File: src/rtl/display_scheduler_pkg.sv
// Shared constants and types for the display scheduler: FSM encoding,
// blank/dash segment patterns and the BCD-to-segment lookup table.
// Segments are active-low, bit0=a .. bit6=g.
package display_scheduler_pkg;

  typedef enum logic [1:0] {
    ST_IDLE   = 2'd0,
    ST_CONV   = 2'd1,
    ST_COMMIT = 2'd2
  } state_t;

  localparam int unsigned SEG_W = 7;

  localparam logic [SEG_W-1:0] SEG_BLANK = 7'h7F;
  localparam logic [SEG_W-1:0] SEG_DASH  = 7'b0111111;

  // Indices 10..15 are not valid BCD; they decode to blank.
  localparam logic [SEG_W-1:0] SEG_TABLE [16] = '{
    7'b1000000,  // 0
    7'b1111001,  // 1
    7'b0100100,  // 2
    7'b0110000,  // 3
    7'b0011001,  // 4
    7'b0010010,  // 5
    7'b0000010,  // 6
    7'b1111000,  // 7
    7'b0000000,  // 8
    7'b0010000,  // 9
    SEG_BLANK, SEG_BLANK, SEG_BLANK,
    SEG_BLANK, SEG_BLANK, SEG_BLANK
  };

endpackage

File: src/rtl/seg7_decode.sv
// BCD digit to active-low seven-segment pattern (combinational).
// Ports:
//   bcd   - 4-bit BCD digit
//   blank - force all segments off
//   seg_c - segment pattern, bit0=a .. bit6=g, active-low
module seg7_decode
  import display_scheduler_pkg::*;
(
  input  logic [3:0]       bcd,
  input  logic             blank,
  output logic [SEG_W-1:0] seg_c
);

  // Table lookup; blank overrides the digit.
  always_comb begin
    seg_c = SEG_BLANK;
    if (!blank) begin
      seg_c = SEG_TABLE[bcd];
    end
  end

endmodule

File: src/rtl/display_scheduler.sv
// Display scheduler: arbitrates between the CPU OUT path and the switch
// echo path, converts the accepted binary value to BCD with a sequential
// shift-and-add-3, then updates all four seven-segment registers at once.
// Ports:
//   clock, reset         - rising-edge clock, async active-low reset
//   out_req/out_data     - CPU request (level) and value, low WIDTH bits used
//   in_req/in_data       - echo request (level) and switch value
//   out_ack/in_ack       - one-cycle acceptance pulses
//   busy                 - conversion in flight
//   ovf                  - last committed value exceeded 9999 (sticky)
//   R1..R4               - units..thousands segments, active-low
module display_scheduler
  import display_scheduler_pkg::*;
#(
  parameter int unsigned WIDTH         = 16,
  parameter int unsigned DIGITS        = 4,
  parameter int unsigned BLANK_LEADING = 1
) (
  input  logic             clock,
  input  logic             reset,
  input  logic             out_req,
  input  logic [31:0]      out_data,
  input  logic             in_req,
  input  logic [15:0]      in_data,
  output logic             out_ack,
  output logic             in_ack,
  output logic             busy,
  output logic             ovf,
  output logic [SEG_W-1:0] R1,
  output logic [SEG_W-1:0] R2,
  output logic [SEG_W-1:0] R3,
  output logic [SEG_W-1:0] R4
);

  // One spare nibble above the displayed digits catches values > 9999.
  localparam int unsigned BCD_NIB = DIGITS + 1;
  localparam int unsigned BCD_W   = 4 * BCD_NIB;
  localparam int unsigned SR_W    = BCD_W + WIDTH;
  localparam int unsigned CNT_W   = $clog2(WIDTH);

  state_t             state_q;
  state_t             state_d;
  logic               take_out_c;
  logic               take_in_c;

  logic [SR_W-1:0]    sr_q;
  logic [SR_W-1:0]    sr_step_c;
  logic [CNT_W-1:0]   cnt_q;

  logic [3:0]         digit_c [DIGITS];
  logic [DIGITS-1:0]  blank_c;
  logic               lead_zero_c;
  logic [SEG_W-1:0]   seg_c   [DIGITS];
  logic [SEG_W-1:0]   seg_q   [DIGITS];
  logic               ovf_c;

  logic               unused_c;
  assign unused_c = ^out_data[31:WIDTH];

  // State register.
  always_ff @(posedge clock or negedge reset) begin
    if (!reset) begin
      state_q <= ST_IDLE;
    end else begin
      state_q <= state_d;
    end
  end

  // Next state and request grant; CPU has fixed priority over echo.
  always_comb begin
    state_d    = state_q;
    take_out_c = 1'b0;
    take_in_c  = 1'b0;
    unique case (state_q)
      ST_IDLE: begin
        if (out_req) begin
          take_out_c = 1'b1;
          state_d    = ST_CONV;
        end else if (in_req) begin
          take_in_c = 1'b1;
          state_d   = ST_CONV;
        end
      end
      ST_CONV: begin
        if (cnt_q == CNT_W'(WIDTH - 1)) begin
          state_d = ST_COMMIT;
        end
      end
      ST_COMMIT: begin
        state_d = ST_IDLE;
      end
      default: begin
        state_d = ST_IDLE;
      end
    endcase
  end

  // Add-3 correction on every BCD nibble >= 5, ahead of the shift.
  always_comb begin
    sr_step_c = sr_q;
    for (int i = 0; i < int'(BCD_NIB); i++) begin
      if (sr_q[WIDTH + 4*i +: 4] >= 4'd5) begin
        sr_step_c[WIDTH + 4*i +: 4] = sr_q[WIDTH + 4*i +: 4] + 4'd3;
      end
    end
  end

  // Digit extraction and decoders.
  for (genvar g = 0; g < int'(DIGITS); g++) begin : g_digit
    assign digit_c[g] = sr_q[WIDTH + 4*g +: 4];

    seg7_decode u_dec (
      .bcd   (digit_c[g]),
      .blank (blank_c[g]),
      .seg_c (seg_c[g])
    );
  end

  // Leading-zero blanking, scanning from the most significant digit;
  // the units digit always shows.
  always_comb begin
    blank_c     = '0;
    lead_zero_c = 1'b1;
    for (int i = int'(DIGITS) - 1; i >= 0; i--) begin
      lead_zero_c = lead_zero_c && (digit_c[i] == 4'd0);
      blank_c[i]  = (BLANK_LEADING != 0) && lead_zero_c && (i != 0);
    end
  end

  assign ovf_c = (sr_q[SR_W-1 -: 4] != 4'd0);

  // Datapath, handshake and display registers.
  always_ff @(posedge clock or negedge reset) begin
    if (!reset) begin
      sr_q    <= '0;
      cnt_q   <= '0;
      out_ack <= 1'b0;
      in_ack  <= 1'b0;
      busy    <= 1'b0;
      ovf     <= 1'b0;
      for (int i = 0; i < int'(DIGITS); i++) begin
        seg_q[i] <= SEG_BLANK;
      end
    end else begin
      out_ack <= take_out_c;
      in_ack  <= take_in_c;
      busy    <= (state_d != ST_IDLE);
      if (take_out_c) begin
        sr_q  <= {BCD_W'(0), out_data[WIDTH-1:0]};
        cnt_q <= '0;
        ovf   <= 1'b0;
      end else if (take_in_c) begin
        sr_q  <= {BCD_W'(0), WIDTH'(in_data)};
        cnt_q <= '0;
        ovf   <= 1'b0;
      end else if (state_q == ST_CONV) begin
        sr_q  <= {sr_step_c[SR_W-2:0], 1'b0};
        cnt_q <= cnt_q + CNT_W'(1);
      end else if (state_q == ST_COMMIT) begin
        ovf <= ovf_c;
        for (int i = 0; i < int'(DIGITS); i++) begin
          seg_q[i] <= ovf_c ? SEG_DASH : seg_c[i];
        end
      end
    end
  end

  assign R1 = seg_q[0];
  assign R2 = seg_q[1];
  assign R3 = seg_q[2];
  assign R4 = seg_q[3];

endmodule

File: config.mk
export PLATFORM = sky130hd
export DESIGN_NAME = display_scheduler
export DESIGN_NICKNAME = d
export VERILOG_FILES = /design/src/rtl/display_scheduler_pkg.sv /design/src/rtl/seg7_decode.sv /design/src/rtl/display_scheduler.sv
export SDC_FILE = /design/constraint.sdc
export NUM_CORES = 1
export LEC_CHECK = 0
export BUFFER_PORTS_ARGS = -buffer_cell sky130_fd_sc_hd__buf_2
export CAP_MARGIN = 20
export CORE_MARGIN = 3
export CORE_UTILIZATION = 30
export DETAILED_ROUTE_END_ITERATION = 10
export PLACE_DENSITY = 0.5
export SYNTH_ARGS = -nofsm -noshare
export SYNTH_HDL_FRONTEND = slang
export SYNTH_SLANG_ARGS = --single-unit
export TNS_END_PERCENT = 1
File: constraint.sdc
create_clock -name clock -period 2 [get_ports clock]
set_clock_uncertainty 0.2 [all_clocks]
set_input_delay 0.1 -clock clock [delete_from_list [all_inputs] [get_ports clock]]
set_output_delay 0.1 -clock clock [all_outputs]
set_load 0.1 [all_outputs]
# Yosys cells after proc, flatten, opt, wreduce, memory -nomap -nowiden
# Memory sizes are Yosys's and may differ from the RTL's.
# Cells that the tools add are included.
# op_classes
n_addsub	6
n_lt_le_gt_ge	9
n_eq_ne	4
n_mux	39
n_bitwise	7
n_reduce_logical	12
# op_table
operator	n
36-bit 2-to-1 mux	3
7-bit 2-to-1 mux	15
4-bit 2-to-1 mux	7
4-bit by 3-bit greater-or-equal comparator with 1-bit output, second input constant	5
5-bit greater-or-equal comparator, second input constant	4
4-bit inverter with 5-bit output	4
4-bit by 2-bit adder with 4-bit output, second input constant	4
4-bit logical NOT	3
1-bit 2-to-1 mux	9
2-bit 2-to-1 mux	3
3-bit nonzero test	2
4-bit by 1-bit adder with 4-bit output, second input constant	1
4-bit == test, second input constant	1
2-bit case mux with 2 select lines	1
4-bit AND reduction	1
4-bit nonzero test	1
3-bit by 2-bit adder with 3-bit output, second input constant	1
3-bit 2-to-1 mux	1
3-bit inequality test, second input constant	1
1-bit inverter	3
2-bit by 1-bit == test with 1-bit output, second input constant	1
2-bit == test, second input constant	1
1-bit logical AND	2
2-bit logical NOT	1
2 further kinds	2
# totals
regBits	74
rom_bits	448
input_bits	52
elab_cells	92
mem_count	4
# mem_list
memory	depth	word_bits	rd	rd_ports_with_merged_regs	wr	line	source
(no name shown)	16	7	1	0	0	seg7_decode.sv:18	seg_c = SEG_TABLE[bcd];
(no name shown)	16	7	1	0	0	seg7_decode.sv:18	
(no name shown)	16	7	1	0	0	seg7_decode.sv:18	
(no name shown)	16	7	1	0	0	seg7_decode.sv:18	

# Logic depth before layout (Yosys ltp)
# depth
ltp_word	6
depth_mapped	8
depth_no_buf	6

# By module
# A second synthesis with hierarchy kept.
# unflattened
cells_unflattened	514
hier_area_um2	4884.7
# by_module_without_submodules
module	n_inst	cells_each	area_per_inst_um2
display_scheduler	1	384	3955.0
seg7_decode at g_digit[0].u_dec ...	2	33	235.2
seg7_decode at g_digit[2].u_dec	1	33	236.5
seg7_decode at g_digit[3].u_dec	1	31	222.7

# Worst setup path after synthesis
# OpenSTA, ideal clock, no wires.
# synth_timing
path_kind	register to register
start	register sr_q[20]
end	register seg_q, in the netlist R2[0]
arrival_time_ns	1.550
setup_slack_ns	0.188
path_stages_with_launch	7
cell_sequence	dfrtp_1 -> inv_1 -> ha_1 -> or3b_1 -> nor3_1 -> o21a_1 -> o32a_1
# synth_via
elab_chain_cells	6
# synth_rtl
element	line	source
start: declaration	display_scheduler.sv:46	logic [SR_W-1:0] sr_q;
start signal: assignment	display_scheduler.sv:149	sr_q <= {BCD_W'(0), out_data[WIDTH-1:0]};
start signal: assignment	display_scheduler.sv:153	sr_q <= {BCD_W'(0), WIDTH'(in_data)};
start signal: assignment	display_scheduler.sv:157	sr_q <= {sr_step_c[SR_W-2:0], 1'b0};
4-bit inverter with 5-bit output (implied by the code)	seg7_decode.sv:18	
memory 16 x 7 bit	--	
7-bit 2-to-1 mux (implied by the code) (2 in a row)	seg7_decode.sv:18	
7-bit 2-to-1 mux (*)	seg7_decode.sv:17	if (!blank) begin
7-bit 2-to-1 mux (*)	display_scheduler.sv:162	seg_q[i] <= ovf_c ? SEG_DASH : seg_c[i];
end signal: indexed assignment	display_scheduler.sv:162	
end: declaration	display_scheduler.sv:54	logic [SEG_W-1:0] seg_q [DIGITS];
# Mark *: on every way between the ends. The rest lies on a longest branch, timed or not. The select of a mux whose other input is x is not followed.
# A chain may end at the register's enable or synchronous reset.

# Worst setup path in the final report
# layout_timing
start	register sr_q[20]
end	register sr_q[22]
# layout_via
elab_chain_cells	5
# layout_rtl
element	line	source
4-bit by 2-bit adder with 4-bit output or 4-bit by 3-bit greater-or-equal comparator with 1-bit output (tied branches)	display_scheduler.sv:103, display_scheduler.sv:102	
4-bit 2-to-1 mux (*)	display_scheduler.sv:102	if (sr_q[WIDTH + 4*i +: 4] >= 4'd5) begin
36-bit 2-to-1 mux (*)	display_scheduler.sv:156	end else if (state_q == ST_CONV) begin
36-bit 2-to-1 mux (*)	display_scheduler.sv:152	end else if (take_in_c) begin
36-bit 2-to-1 mux (*)	display_scheduler.sv:148	if (take_out_c) begin
# Marked as above.

==> results.toml <==
[status]
status = "finished clean"

[layout]
drive_gt1_frac = 0.2816
layout_commonest_cell = "buf_2"
fillers = 1329
final_cell_mix = "buf_2 (66), dfrtp_1 (46), o21ai_0 (42)"
area_delta_synth_final_pct = 31.98
layout.nets = 635
fin_area_um2 = 5608
antennaDiodeCount = 0

[critical_path]
worstSetupEndpointType = "flip-flop"
startpoint_type = "flip-flop"
crit_chain = "inv_1, buf_4, ha_1, nand2b_1, a21oi_1, mux2i_1, a22o_1"
worst-path-max-fanout = 5
critical_path_class = "reg2reg"
cp_slowest_cell = "dfrtp_1"
path_buf_inv = 2
path_delay_family = "compound AO/OA/AOI/OAI gates"
cp.required_ps = 2080
slowest_delay_ps = 420
cp.arrival_ps = 1970

[global_route]
grt_pass1_vias = 3638
grt.total_usage = 0.1442
grt_overflow = 0
antenna_found_initial = 0
grt_pass1_wl_um = 18440
grt_max_degree = 39

[drt]
vias_per_cell = 4.909
dr.pass1.iters = 4
drt_iter0_drc = 227
wl_per_cell_um = 14.66
totalWireLength_um = 10800
dr_total_vias = 3618
drc = 0
ant_nets = 0

[synthesis]
synth_cell_types = 55
syn_area_per_cell_um2 = 9.679
ys_warn_count = 0
synth_flop_cell = "dfrtp_1"
syn_area_um2 = 4249
synthesis.nets = 518
synth_enable_flop_cells = 0
ys_ff_latch = 74
yosysSeqAreaShare = 0.4441
async_flop_share = 1.000
netlist_instances = 439

[timing]
fin_hold_ws_ps = 73.35
period_share = 0.9432
drv_slew = 0
setup_viol = 0
post-route-min-period_ps = 1886
tightest_slew_ps = 496.8
rsz0062_at_grt = "true"
hold_viol_final = 0
fmax_mhz = 530.1
maxSlewHeadroom = 0.6688

[clock_network]
cts-root-buf = "clkbuf_16"
clock_sinks = 74
clk_pin_slew_ps = 60
cts_max_level = 3
clock_path_buffers = 2
clk_latency_ps = 340
cts_made_buffers = 9
cts_tree = "done"

[floorplan]
initial_utilization = 0.3134
die_w_um = 125.0
io_pins = 84
die_area_um2 = 15630
coreArea_um2 = 13560
std_cell_rows = 42
die_height_um = 125.0

[worst_hold_path]
hold_path_class = "in2async"

[pwr]
power_mw = 8.707
p_leak_nw = 2.427
p_per_area_nw_per_um2 = 1553
combPwrFrac = 0.506
cellInternalPower_mw = 5.077
swShare = 0.4168
irDropWorstVdd_mv = 0.6246
p_clk_frac = 0.213
p_sw_mw = 3.629
p_seq_frac = 0.282

[place]
gp_congestion = 0.8000
dp_hpwl_um = 7425
dpl-instance-area_um2 = 4885
port_buffers = 67

[job]
maxCapViolations = 0
[kinds of logic after synthesis]
kind of cell,count (synthesis),share of synthesized area
simple gates,122,0.1572
mux,8,0.01943
buf+inv,45,0.05389
fa+ha+maj,27,0.07950
compound gates,157,0.2335
xor+xnor,6,0.01237
flops,74,0.4441
[routing by layer]
| layer | global-route usage | part of all wire | vias up |
|---|---|---|---|
| met5 | 0 | 0 | - |
| met4 | 0.03635 | 0.010 | 0 |
| met3 | 0.04563 | 0.059 | 8 |
| met2 | 0.2332 | 0.48 | 98 |
| met1 | 0.1885 | 0.45 | 1708 |
| li1 | - | - | 1804 |
[state kept, by name (all words and copies together) (netlist names), 2 cells and up]
register and cells:
R4 7, state_q 2, sr_q 36, R2 7
R3 7, R1 7, cnt_q 4
[path summary, 6_finish.rpt]
check / from / end / slack, ps / cells past startpoint
min reg2reg: R2[4] / R2[4] / 260 / 2
max: sr_q[20] / sr_q[22] / 110 / 7
max in group asynchronous: reset / R1[1] / 880 / 3
min in group clock: R2[4] / R2[4] / 260 / 2
min: reset / sr_q[17] / 70 / 2
max reg2reg: sr_q[20] / sr_q[22] / 110 / 7
[metrics by stage]
stage | setup TNS (ps) | util | cells | setup WS, ps
3_5_place_dp | 0 | 0.3603 | 685 | 74.58
6_report | 0 | 0.4136 | 737 | 113.5
2_1_floorplan | 0 | - | 439 | 187.6
3_3_place_gp | 0 | 0.3603 | 685 | 111.2
5_1_grt | -74.72 | 0.4136 | 737 | -54.98
4_1_cts | 0 | 0.4121 | 737 | 54.51
[cell type report]
| type | instances | area [µm²] | share of cell area |
|---|---|---|---|
| clock inverter | 7 | 117.6 | 0.02097 |
| sequential | 74 | 1887 | 0.3365 |
| clock buffer | 9 | 225.2 | 0.04016 |
| timing repair buffer | 132 | 928.4 | 0.1656 |
| tap | 176 | 220.2 | 0.03927 |
| multi-input combinational | 320 | 2156 | 0.3844 |
| inverter | 19 | 73.82 | 0.01316 |
[Yosys cell counts, drive strengths merged, types with 2 or more instances]
cell | count | area, µm²
o21ai | 56 | 284.0
dfrtp | 46 | 1151
nand2 | 36 | 137.6
a21oi | 32 | 160.2
dfstp | 28 | 735.7
nor2 | 28 | 112.6
ha | 27 | 337.8
buf | 19 | 128.9
inv | 19 | 73.82
a211oi | 18 | 135.1
nor2b | 18 | 112.6
o22a | 14 | 122.6
o22ai | 11 | 68.82
nand2b | 10 | 62.56
clkbuf | 7 | 26.28
nor3b | 7 | 52.55
mux2i | 6 | 60.06
xnor2 | 6 | 52.55
a22o | 5 | 43.79
nor3 | 5 | 25.02
nand3 | 4 | 25.02
o32a | 4 | 40.04
o211ai | 3 | 22.52
o31ai | 3 | 22.52
a21o | 2 | 15.01
and2 | 2 | 12.51
and3 | 2 | 12.51
mux2 | 2 | 22.52
nand4 | 2 | 12.51
or3 | 2 | 17.52
or3b | 2 | 20.02
[power groups by stage]
stage               Combinational [mW]  Sequential (mW)  Clock, mW
floorplan                         2.87             2.85          0
global placement                  4.29             2.45          0
detailed placement                4.33             2.47          0
CTS                               4.42             2.45       1.91
global route                      4.94             2.54       1.98
finish                            4.40             2.45       1.85
[what timing repair did]
item / 4_1_cts / 5_1_grt
endpoints found under the setup margin: 0 / 15
resized for setup: 0 / 6
hold buffers: 36 / 0
hold endpoints to repair: 76 / 0
buffers inserted: 0 / 0
Note: power is estimated with default switching activity, not from simulation.
